**src/rtl/hv_bundle_ctrl.sv**
```systemverilog
// Majority-bundling controller for hypervectors: accumulates per-lane one-counts
// over cfg_num input vectors, then emits the strict-majority vector.
module hv_bundle_ctrl #(
   parameter int W  = 16,
   parameter int DW = 8
) (
   input  logic          clk,
   input  logic          rst_n,
   input  logic          start,
   input  logic          abort,
   input  logic [DW-1:0] cfg_num,
   input  logic          in_valid,
   output logic          in_ready,
   input  logic [W-1:0]  in_data,
   output logic          out_valid,
   input  logic          out_ready,
   output logic [W-1:0]  out_data,
   output logic          busy
);

   typedef enum logic [1:0] {S_IDLE, S_ACC, S_THRESH, S_OUT} state_t;

   state_t          state_q, state_d;
   logic [DW-1:0]   num_q, num_d;
   logic [DW-1:0]   vec_q, vec_d;
   logic [W-1:0]    out_data_q, out_data_d;
   logic [DW-1:0]   cnt_q [W];
   logic [DW-1:0]   cnt_d [W];
   logic            clr, en;

   // NOTE: every signal driven here gets a default first so no path can infer a latch.
   always_comb begin
      state_d    = state_q;
      num_d      = num_q;
      vec_d      = vec_q;
      out_data_d = out_data_q;
      clr        = 1'b0;
      en         = 1'b0;
      if (abort) begin
         state_d = S_IDLE;
         vec_d   = '0;
         clr     = 1'b1;
      end else begin
         case (state_q)
            S_IDLE: if (start) begin
               num_d   = cfg_num;
               vec_d   = '0;
               clr     = 1'b1;
               state_d = (cfg_num != '0) ? S_ACC : S_THRESH;
            end
            S_ACC: if (in_valid) begin
               en    = 1'b1;
               vec_d = vec_q + 1'b1;
               if (vec_q == num_q - 1'b1) state_d = S_THRESH;
            end
            S_THRESH: begin
               // Strict majority at DW+1 bits: a tie (2*cnt == num) resolves to 0.
               for (int i = 0; i < W; i++)
                  out_data_d[i] = ({cnt_q[i], 1'b0} > {1'b0, num_q});
               state_d = S_OUT;
            end
            S_OUT: if (out_ready) state_d = S_IDLE;
            default: state_d = S_IDLE;
         endcase
      end
   end

   always_comb begin
      for (int i = 0; i < W; i++)
         cnt_d[i] = clr ? '0 : (en ? cnt_q[i] + DW'(in_data[i]) : cnt_q[i]);
   end

   // NOTE: state updates use non-blocking assignments so every register samples pre-edge values.
   always_ff @(posedge clk or negedge rst_n) begin
      if (!rst_n) begin
         state_q    <= S_IDLE;
         num_q      <= '0;
         vec_q      <= '0;
         out_data_q <= '0;
      end else begin
         state_q    <= state_d;
         num_q      <= num_d;
         vec_q      <= vec_d;
         out_data_q <= out_data_d;
      end
   end

   // NOTE: the lane counters are plain flops, not a RAM, so resetting the whole array is legal and cheap.
   always_ff @(posedge clk or negedge rst_n) begin
      if (!rst_n) begin
         for (int i = 0; i < W; i++) cnt_q[i] <= '0;
      end else begin
         for (int i = 0; i < W; i++) cnt_q[i] <= cnt_d[i];
      end
   end

   assign in_ready  = (state_q == S_ACC);
   assign out_valid = (state_q == S_OUT);
   assign busy      = (state_q != S_IDLE);
   assign out_data  = out_data_q;

endmodule

```
**config.mk**
```make
export PLATFORM = sky130hd
export DESIGN_NAME = hv_bundle_ctrl
export DESIGN_NICKNAME = d
export VERILOG_FILES = /design/src/rtl/hv_bundle_ctrl.sv
export SDC_FILE = /design/constraint.sdc
export NUM_CORES = 1
export LEC_CHECK = 0
export BUFFER_PORTS_ARGS = -buffer_cell sky130_fd_sc_hd__buf_2
export CAP_MARGIN = 10
export CORE_MARGIN = 1.5
export CORE_UTILIZATION = 35
export DETAILED_ROUTE_END_ITERATION = 10
export SLEW_MARGIN = 20
export SYNTH_ARGS = -nofsm -noshare
export SYNTH_HDL_FRONTEND = slang
export SYNTH_SLANG_ARGS = --single-unit
```
**constraint.sdc**
```tcl
create_clock -name clk -period 5.1 [get_ports clk]
set_input_delay 0.765 -clock clk [delete_from_list [all_inputs] [get_ports clk]]
set_output_delay 0.765 -clock clk [all_outputs]
set_load 0.01 [all_outputs]
```
==> results of run 1 <==
[routing by layer]
layer	GRT usage, %	share of wire [%]
met4	4.96	1.3
met5	0	0
met1	23.1	48
met2	27.9	47
met3	2.89	3.4
[power groups by stage]
stage	Clock [mW]	Sequential, mW	Combinational (mW)
5_1_grt	1.34	1.54	1.77
3_3_place_gp	0	1.54	1.55
3_5_place_dp	0	1.54	1.58
6_report	1.27	1.52	1.56
2_1_floorplan	0	1.53	1.02
4_1_cts	1.29	1.52	1.59
[state kept, by name, indices dropped and copies added (netlist names)]
name	count
cnt_q	128
num_q	8
out_data	16
state_q	2
vec_q	8
[layout make-up]
cell class	instances	area, µm²	share of cell area [%]
inverters	14	52.6	0.459
multi-input cells	866	5960	52.1
clock buffers	21	460	4.03
clock inverters	10	110	0.963
flip-flops and latches	162	4050	35.4
repair buffers	56	319	2.79
well taps	384	480	4.20
[worst max-delay path: stages (launching register included)]
cell	delay, ns
dfrtp_1	0.46
clkinv_1	0.87
ha_1	0.69
nand4_1	0.08
nor3_1	0.20
a21oi_1	0.09
a21oi_1	0.22
a21oi_1	0.10
[through the flow]
stage / area [µm²] / instances / hold WS, ns / setup slack (ns) / total power [mW]
after floorplan: 10200 / 1079 / 0.469 / 2.95 / 2.55
after global placement: 10900 / 1482 / 0.508 / 2.10 / 3.08
after detailed placement: 10900 / 1482 / 0.514 / 2.03 / 3.12
after CTS: 11400 / 1513 / 0.441 / 2.12 / 4.40
after global routing: 11400 / 1513 / 0.482 / 1.98 / 4.65
final: 11400 / 1513 / 0.400 / 2.21 / 4.35
[cells by family (layout without fill, tap and decap cells)]
kind of cell	after synthesis	count (layout)
buffers and inverters	51	101
multiplexers	11	11
AO/OA/AOI/OAI	197	197
AND/OR/NAND/NOR	408	408
flip-flops	162	162
XOR/XNOR	100	100
adder cells (fa/ha/maj)	150	150
[final timing paths]
path	to	slack, ns	cells past startpoint
max	out_data[4]	2.21	7
min	vec_q[4]	0.40	1
min reg2reg	out_data[4]	0.52	2
min in group clk	out_data[4]	0.52	2
max reg2reg	out_data[4]	2.21	7
max in group asynchronous	cnt_q[122]	3.77	2
[placed cells by master (no fill, tap or decap), types with 3 or more instances in the layout]
cell and count:
and3_1 17, ha_1 150, o22a_1 3, nor4_1 3, xnor2_1 17, buf_4 7, nor2_1 124, nand3_1 33
buf_2 47, dfrtp_1 162, a21o_1 37, a21oi_1 106, nand2_1 121, xor2_1 83, nand4_1 58, and4_1 11
nor3_1 12, clkinv_2 4, o21ai_0 30, inv_1 12, clkbuf_16 17, clkinvlp_4 4, or3_1 13, mux2_2 9
a211oi_1 12, nor2b_1 3, nand2b_1 4
==> results.ini, run 1 <==
[power_and_ir_drop]
p_per_area_nw_per_um2=380
irDropWorstVdd_uv=251
p_seq_share_pct=34.9
p_switching_mw=1.69
pwr-share-comb_pct=35.9
p_sw_share_pct=38.9
clock_power_share_pct=29.2
p_int_mw=2.66
leakage_nw=5.61

[setup_path]
startpoint_type=flip-flop
worstSetupPathType=flip-flop to flip-flop
endpoint_kind=flip-flop
crit_start=num_q[4]
cp.required_ns=5.36
worstPathArrival_ns=3.15
cp_max_fo=19
rr_startpoint=num_q[4]

[cts]
cts_setup_buffers=0
cts_sinks=162
cts_tree=done
clock_path_buffers=2
holdBufCountCts=0
cts-htree-levels=4
tritoncts.num_buffers=17
clock_latency_ns=0.43
clkTransAtPathRegs_ns=0.07
cts_resized=0
cts-root-buf=clkbuf_16

[detailed_routing]
dr.pass1.iters=5
drtIter0Drc=446
wire_per_inst_um=16.3
drc_errors=0
ant_nets=0
vias=7876
wl_um=24700
viasPerCell=5.21

[finish]
drive_above_1_share_pct=8.95
antennaDiodeCount=0
syn2layout_area_growth_pct=12.1
num-fill-cells=2884
final_net_count=1297
final_core_util_pct=39.9

[logic_synthesis]
netlist_instances=1079
syn_area_per_cell_um2=9.45
synth_most_common_cell=dfrtp_1
async_reset_ff_share_pct=100
synth_nets=1259
yosysSeqAreaShare_pct=39.7
post-synth-top-area-fraction_pct=39.7
synthSimpleGateAreaFrac_pct=18.8
synth.area.top_cells=dfrtp_1 40%, ha_1 18%, xor2_1 7.1%
synth_cell_type_count=42
synth_xor_area_share_pct=8.59
synth-main-ff-cell=dfrtp_1
synth_compound_area_share_pct=11.2
syn-cell-area_um2=10200
yosys_warnings=0
synth_mux_area_share_pct=1.24
ys_seq_elements=162
netlist.top_cell.by_area=dfrtp_1
synth_common_cells=162 x dfrtp_1, 150 x ha_1, 124 x nor2_1
synthAdderAreaFrac_pct=18.4
synth_top_family_by_area=simple AND/OR/NAND/NOR gates
synth_edf_count=0

[grt]
grt_pass1_vias=7741
grt-ovfl-total=0
grt_max_degree=88
antenna_found_initial=0
grt_pass1_wl_um=40800
grt.total_usage_pct=17.0

[sta]
skew_ns=0.0100
tns_ns=0
tightest_slew_ns=1.09
period_needed_ns=2.89
maxSlewViolCount=0
fmaxAchievable_mhz=346
slew_headroom_pct=27.2
setup_violations=0
hold_violations=0
rsz0062_at_grt=no
fin_crit_sh_pct=56.7

[placed_design]
place.detailed.hpwl_um=16000
port_buffers=48
gp_congestion=0.796

[die]
design.die.area_um2=30200
fp.dieH_um=174
start_util_pct=35.5
coreArea_um2=28700
dieWidth_um=174
pin_count=49
num_rows=62

[min_path]
hold_path.class=input pin to async pin

[outcome]
status=finished clean

[run]
cap_violations=0

Power figures use the tool's default switching activity.
==> inputs of run 2 (changes only) <==
==> constraint.sdc (replaced) <==
create_clock -name clk -period 2.6 [get_ports clk]
set_input_delay 0.39 -clock clk [delete_from_list [all_inputs] [get_ports clk]]
set_output_delay 0.39 -clock clk [all_outputs]
set_load 0.01 [all_outputs]
==> run 2 against run 1 <==
Compared with the run above:
- hold slack worse by 0.20 ns
- clock-buffer cell count is 2 higher
- non-clock buffer count is 22 higher
- global-route usage is 0.085 points lower
- clock power is 89% higher
- die area stayed put
- first-iteration DRC count is 21% higher
- via count is 0.76% higher
- sequential power is 95% higher
- register-to-register slack worse by 1.7 ns
- combinational power is 110% higher
- highest routed layer unchanged
==> results.ini, run 2 (synthesis results as in run 1) <==
[outcome]
status=finished clean

[finish]
drive_above_1_share_pct=10.4  ; +1.5 points
antennaDiodeCount=0  ; unchanged
final_cells=1536  ; +1.5%
num-fill-cells=2857  ; -0.94%
largest_reg_flops=128  ; unchanged
largest_register=cnt_q
final_cell_mix=162 x dfrtp_1, 150 x ha_1, 124 x nor2_1
final_common_cell=dfrtp_1
final_net_count=1319  ; +1.7%
syn2layout_area_growth_pct=13.9

[die]
start_util_pct=35.5  ; unchanged
pin_count=49  ; unchanged
fp.dieH_um=174  ; unchanged
design.die.area_um2=30200  ; unchanged
num_rows=62  ; unchanged
coreArea_um2=28700  ; unchanged
dieWidth_um=174  ; unchanged

[grt]
antenna_found_initial=0  ; unchanged
grt_pass1_wl_um=41100  ; +0.74%
grt.total_usage_pct=16.9  ; -0.085 points
grt-ovfl-total=0  ; unchanged
grt_pass1_vias=7871  ; +1.7%
grt_max_degree=70  ; -20%

[power_and_ir_drop]
irDropWorstVdd_uv=493  ; +96%
leakage_nw=5.73  ; +2.1%
p_per_area_nw_per_um2=744  ; +96%
finalPower_mw=8.65  ; +99%

[setup_path]
cp.required_ns=2.92  ; -2.44 ns
crit_chain=inv_1 > buf_4 > ha_1 > a21oi_1 > a311o_1 > a211oi_1 > a21oi_2 > mux2_4
worstPathArrival_ns=2.45  ; -0.70 ns
startpoint_type=flip-flop
worstSetupPathType=flip-flop to flip-flop
cp_slowest_cell=dfrtp_1
cp_max_fo=8  ; -11
slowest_delay_ns=0.41  ; -0.46 ns
endpoint_kind=flip-flop

[placed_design]
place.detailed.hpwl_um=16800  ; +5.1%
gp_congestion=0.825  ; +3.7%
place_inst=1503  ; +1.4%
port_buffers=48  ; unchanged

[cts]
clkTransAtPathRegs_ns=0.06  ; about the same
cts_tree=done
cts_sinks=162  ; unchanged
tritoncts.num_buffers=17  ; unchanged
clock_path_buffers=2  ; unchanged
cts_resized=0  ; unchanged
clock_latency_ns=0.44  ; about the same
cts-htree-levels=4  ; unchanged
cts-root-buf=clkbuf_16

[detailed_routing]
vias=7936  ; +0.76%
ant_nets=0  ; unchanged
drc_errors=0  ; unchanged
wire_per_inst_um=15.8  ; -3.0%
dr.pass1.iters=5  ; unchanged
drtIter0Drc=538  ; +21%
viasPerCell=5.17  ; -0.75%
wl_um=24300  ; -1.5%

[sta]
fmaxAchievable_mhz=469  ; +36%
maxSlewViolCount=0  ; unchanged
skew_ns=0.00850  ; -0.00154 ns
tns_ns=0  ; unchanged
setup_violations=0  ; unchanged
hold_violations=0  ; unchanged
tightest_slew_ns=0.630  ; -0.461 ns
period_needed_ns=2.13  ; -0.758 ns
rsz0062_at_grt=no
slew_headroom_pct=58.0  ; +31 points
fin_crit_sh_pct=82.0  ; +25 points

[run]
cap_violations=0  ; unchanged

[min_path]
hold_path.class=input pin to flip-flop

-- run 2: changes by cell type in the layout (fill, tap and decap cells not counted), moves of 2 or more --
cell        delta
buf_4         +18
buf_12         +3
clkinv_4       +2
clkinvlp_4     -2
clkbuf_1       +2
-- run 2: cell type report --
cell class	count	area, µm²	area share (%)
clock buffers	23	468	4.03
clock inverters	9	82.6	0.711
inverters	14	52.6	0.452
multi-input cells	866	5960	51.3
flip-flops and latches	162	4050	34.9
well taps	384	480	4.13
repair buffers	78	524	4.51
-- run 2: what timing repair did --
action	CTS	global route
hold buffers	1	0
buffers inserted	0	0
endpoints found under the setup margin	0	0
hold endpoints to repair	58	0
-- run 2: final timing paths --
path                                 to  slack (ns)  depth (start not counted)         start
min reg2reg                out_data[15]        0.52                          2  out_data[15]
max in group asynchronous     cnt_q[70]        1.30                          3         rst_n
max reg2reg                  state_q[1]        0.47                          8      num_q[1]
max                          state_q[1]        0.47                          8      num_q[1]
min in group asynchronous      vec_q[0]        0.52                          2         rst_n
min                            num_q[7]        0.20                          2    cfg_num[7]
-- run 2: power breakdown --
part	total [mW]	leakage (nW)	switching (mW)	internal, mW
sequential	2.96	2.22	0.216	2.75
clock	2.40	0.267	1.04	1.36
combinational	3.28	3.24	2.07	1.21
-- run 2: worst max-delay path, delay by kind of cell, from the launching register on --
kind | cells | cell delay (ns)
adder cells (fa/ha/maj) | 1 | 0.23
multiplexers | 1 | 0.30
AO/OA/AOI/OAI | 4 | 0.81
flip-flops | 1 | 0.41
buffers and inverters | 2 | 0.27
-- run 2: per-stage QoR --
| step | cell area (µm²) | hold WS [ns] | util [%] | setup slack, ns |
|---|---|---|---|---|
| after floorplan | 10200 | 0.0944 | - | 0.447 |
| after global placement | 11100 | 0.424 | 38.5 | 0.492 |
| after detailed placement | 11100 | 0.429 | 38.5 | 0.468 |
| after CTS | 11600 | 0.185 | 40.5 | 0.441 |
| after global routing | 11600 | 0.200 | 40.5 | 0.285 |
| final | 11600 | 0.201 | 40.5 | 0.468 |
-- run 2: routing by layer --
layer / global-route usage (%) / part of all wire, % / vias to the layer above
met5: 0 / 0 / -
met4: 3.81 / 0.70 / 0
met3: 3.14 / 3.6 / 17
met2: 27.6 / 46 / 124
met1: 23.3 / 50 / 3824
li1: - / - / 3971
==> inputs of run 3 (changes only) <==
==> constraint.sdc (replaced) <==
create_clock -name clk -period 1.8 [get_ports clk]
set_input_delay 0.27 -clock clk [delete_from_list [all_inputs] [get_ports clk]]
set_output_delay 0.27 -clock clk [all_outputs]
set_load 0.01 [all_outputs]
==> run 3 against run 2 <==
Compared with the run above:
- the run now ends with negative setup slack left
- total power is 76% higher
- global-route usage is 1.5 points higher
- clock-buffer cell count is 5 lower
- design area is 17% higher
- die area stayed put
- first-iteration DRC count is 13% lower
- critical path depth is 2 lower
- setup slack worse by 0.65 ns
- critical endpoint unchanged
==> results.ini, run 3 (synthesis results as in run 1) <==
[sta]
tightest_slew_ns=0.502  ; -0.127 ns
layout_setup_ws_ns=-0.179  ; -0.647 ns
setup_violations=52  ; +52
fmaxAchievable_mhz=505  ; +7.7%
rsz0062_at_grt=yes
slew_headroom_pct=66.5  ; +8.5 points
hold_violations=0  ; unchanged
tns_ns=-3.67  ; -3.67 ns
fin_crit_sh_pct=110  ; +28 points
skew_ns=0.0103  ; +0.00179 ns
maxSlewViolCount=0  ; unchanged
period_needed_ns=1.98  ; -0.153 ns

[min_path]
hold_path.class=input pin to flip-flop

[cts]
clock_latency_ns=0.44  ; about the same
cts-htree-levels=4  ; unchanged
cts_tree=done
cts-root-buf=clkbuf_16
cts_sinks=162  ; unchanged
clock_path_buffers=2  ; unchanged
clkTransAtPathRegs_ns=0.07  ; about the same
tritoncts.num_buffers=17  ; unchanged

[grt]
grt_max_degree=48  ; -31%
grt.total_usage_pct=18.4  ; +1.5 points
grt-ovfl-total=0  ; unchanged
grt_pass1_wl_um=44300  ; +7.7%
grt_pass1_vias=8588  ; +9.1%
antenna_found_initial=0  ; unchanged

[outcome]
violations=negative setup slack
status=complete, but fails checks

[setup_path]
worstSetupPathType=flip-flop to flip-flop
cp.required_ns=2.13  ; -0.79 ns
endpoint_kind=flip-flop
startpoint_type=flip-flop
worstPathArrival_ns=2.30  ; -0.15 ns
cp_max_fo=4  ; -4

[placed_design]
port_buffers=48  ; unchanged
place.detailed.hpwl_um=17900  ; +6.6%
post_dp_cell_area_um2=11800  ; +6.7%
gp_congestion=0.806  ; -2.3%

[detailed_routing]
viasPerCell=5.18  ; +0.25%
drc_errors=0  ; unchanged
wire_per_inst_um=16.9  ; +6.7%
vias=8453  ; +6.5%
dr.pass1.iters=4  ; -1
wl_um=27500  ; +13%
drtIter0Drc=470  ; -13%
ant_nets=0  ; unchanged

[power_and_ir_drop]
irDropWorstVdd_uv=816  ; +66%
p_per_area_nw_per_um2=1120  ; +50%
leakage_nw=6.37  ; +11%

[die]
design.die.area_um2=30200  ; unchanged
start_util_pct=35.5  ; unchanged
fp.dieH_um=174  ; unchanged
num_rows=62  ; unchanged
pin_count=49  ; unchanged
coreArea_um2=28700  ; unchanged
dieWidth_um=174  ; unchanged

[finish]
syn2layout_area_growth_pct=33.5
antennaDiodeCount=0  ; unchanged
final_area_um2=13600  ; +17%
drive_above_1_share_pct=27.8  ; +17 points
final_cell_mix=159 x dfrtp_1, 123 x nor2_1, 116 x ha_1
final_core_util_pct=47.4  ; +6.9 points
final_net_count=1415  ; +7.3%
largest_reg_flops=128  ; unchanged
final_common_cell=dfrtp_1
largest_register=cnt_q

[run]
cap_violations=0  ; unchanged

run 3: cell count changes in the layout (fill, tap and decap cells not counted), moves of 20 or more:
cell,before,now
buf_12,4,26
a21oi_2,1,21
buf_4,25,66
a21oi_1,106,85
ha_4,0,31
ha_1,150,116
o21ai_0,30,10
buf_6,1,33
run 3: through the flow:
step	total power, mW	cells	setup slack (ns)	hold WS, ns
2_1_floorplan	7.40	1079	-0.175	-0.0256
3_3_place_gp	10.1	1565	-0.188	0.261
3_5_place_dp	10.2	1565	-0.234	0.259
4_1_cts	14.8	1613	-0.183	0.0768
5_1_grt	16.1	1632	-0.289	0.0864
6_report	15.2	1632	-0.179	0.0870
run 3: power breakdown:
part           switching [mW]  internal (mW)  total, mW
registers               0.300           3.97       4.27
clock network            1.63           2.24       3.87
logic                    3.79           3.26       7.05
run 3: final timing paths:
check / endpoint / start / slack, ns / cells past startpoint
hold reg to reg: out_data[5] / out_data[5] / 0.52 / 2
max in group asynchronous: cnt_q[64] / rst_n / 0.76 / 3
setup reg to reg: state_q[1] / num_q[0] / -0.18 / 6
min in group asynchronous: cnt_q[30] / rst_n / 0.35 / 2
hold / removal: num_q[3] / cfg_num[3] / 0.09 / 2
setup / recovery: state_q[1] / num_q[0] / -0.18 / 6
run 3: critical path: stages (launching register included):
cell and delay [ns]:
dfrtp_1 0.42, or4_4 0.56, nor4_2 0.15, o21ai_1 0.10, a31oi_1 0.22, a21oi_2 0.11
mux2_4 0.30
run 3: layout make-up:
cell class              count  area (µm²)
inverters                  14        62.6
multi-input cells         866        6720
flip-flops and latches    162        4060
repair buffers            174        1680
fillers                  2658       15100
well taps                 384         480
clock inverters            14         180
clock buffers              18         439
run 3: what timing repair did:
action | CTS | global route
setup endpoints to repair | 38 | 97
hold endpoints to repair | 43 | 0
resized for setup | 81 | 108
buffers inserted | 14 | 19
pin swaps | 57 | 56
cloned | 1 | 2
hold buffers | 1 | 0
run 3: metal layers:
layer  global-route usage, %  vias up  share of wire, %
met5                       0        -                 0
met4                    5.06        0               1.4
met3                    2.54       24               4.2
met2                    31.5      125                48
met1                    24.4     4132                46
li1                        -     4172                 -
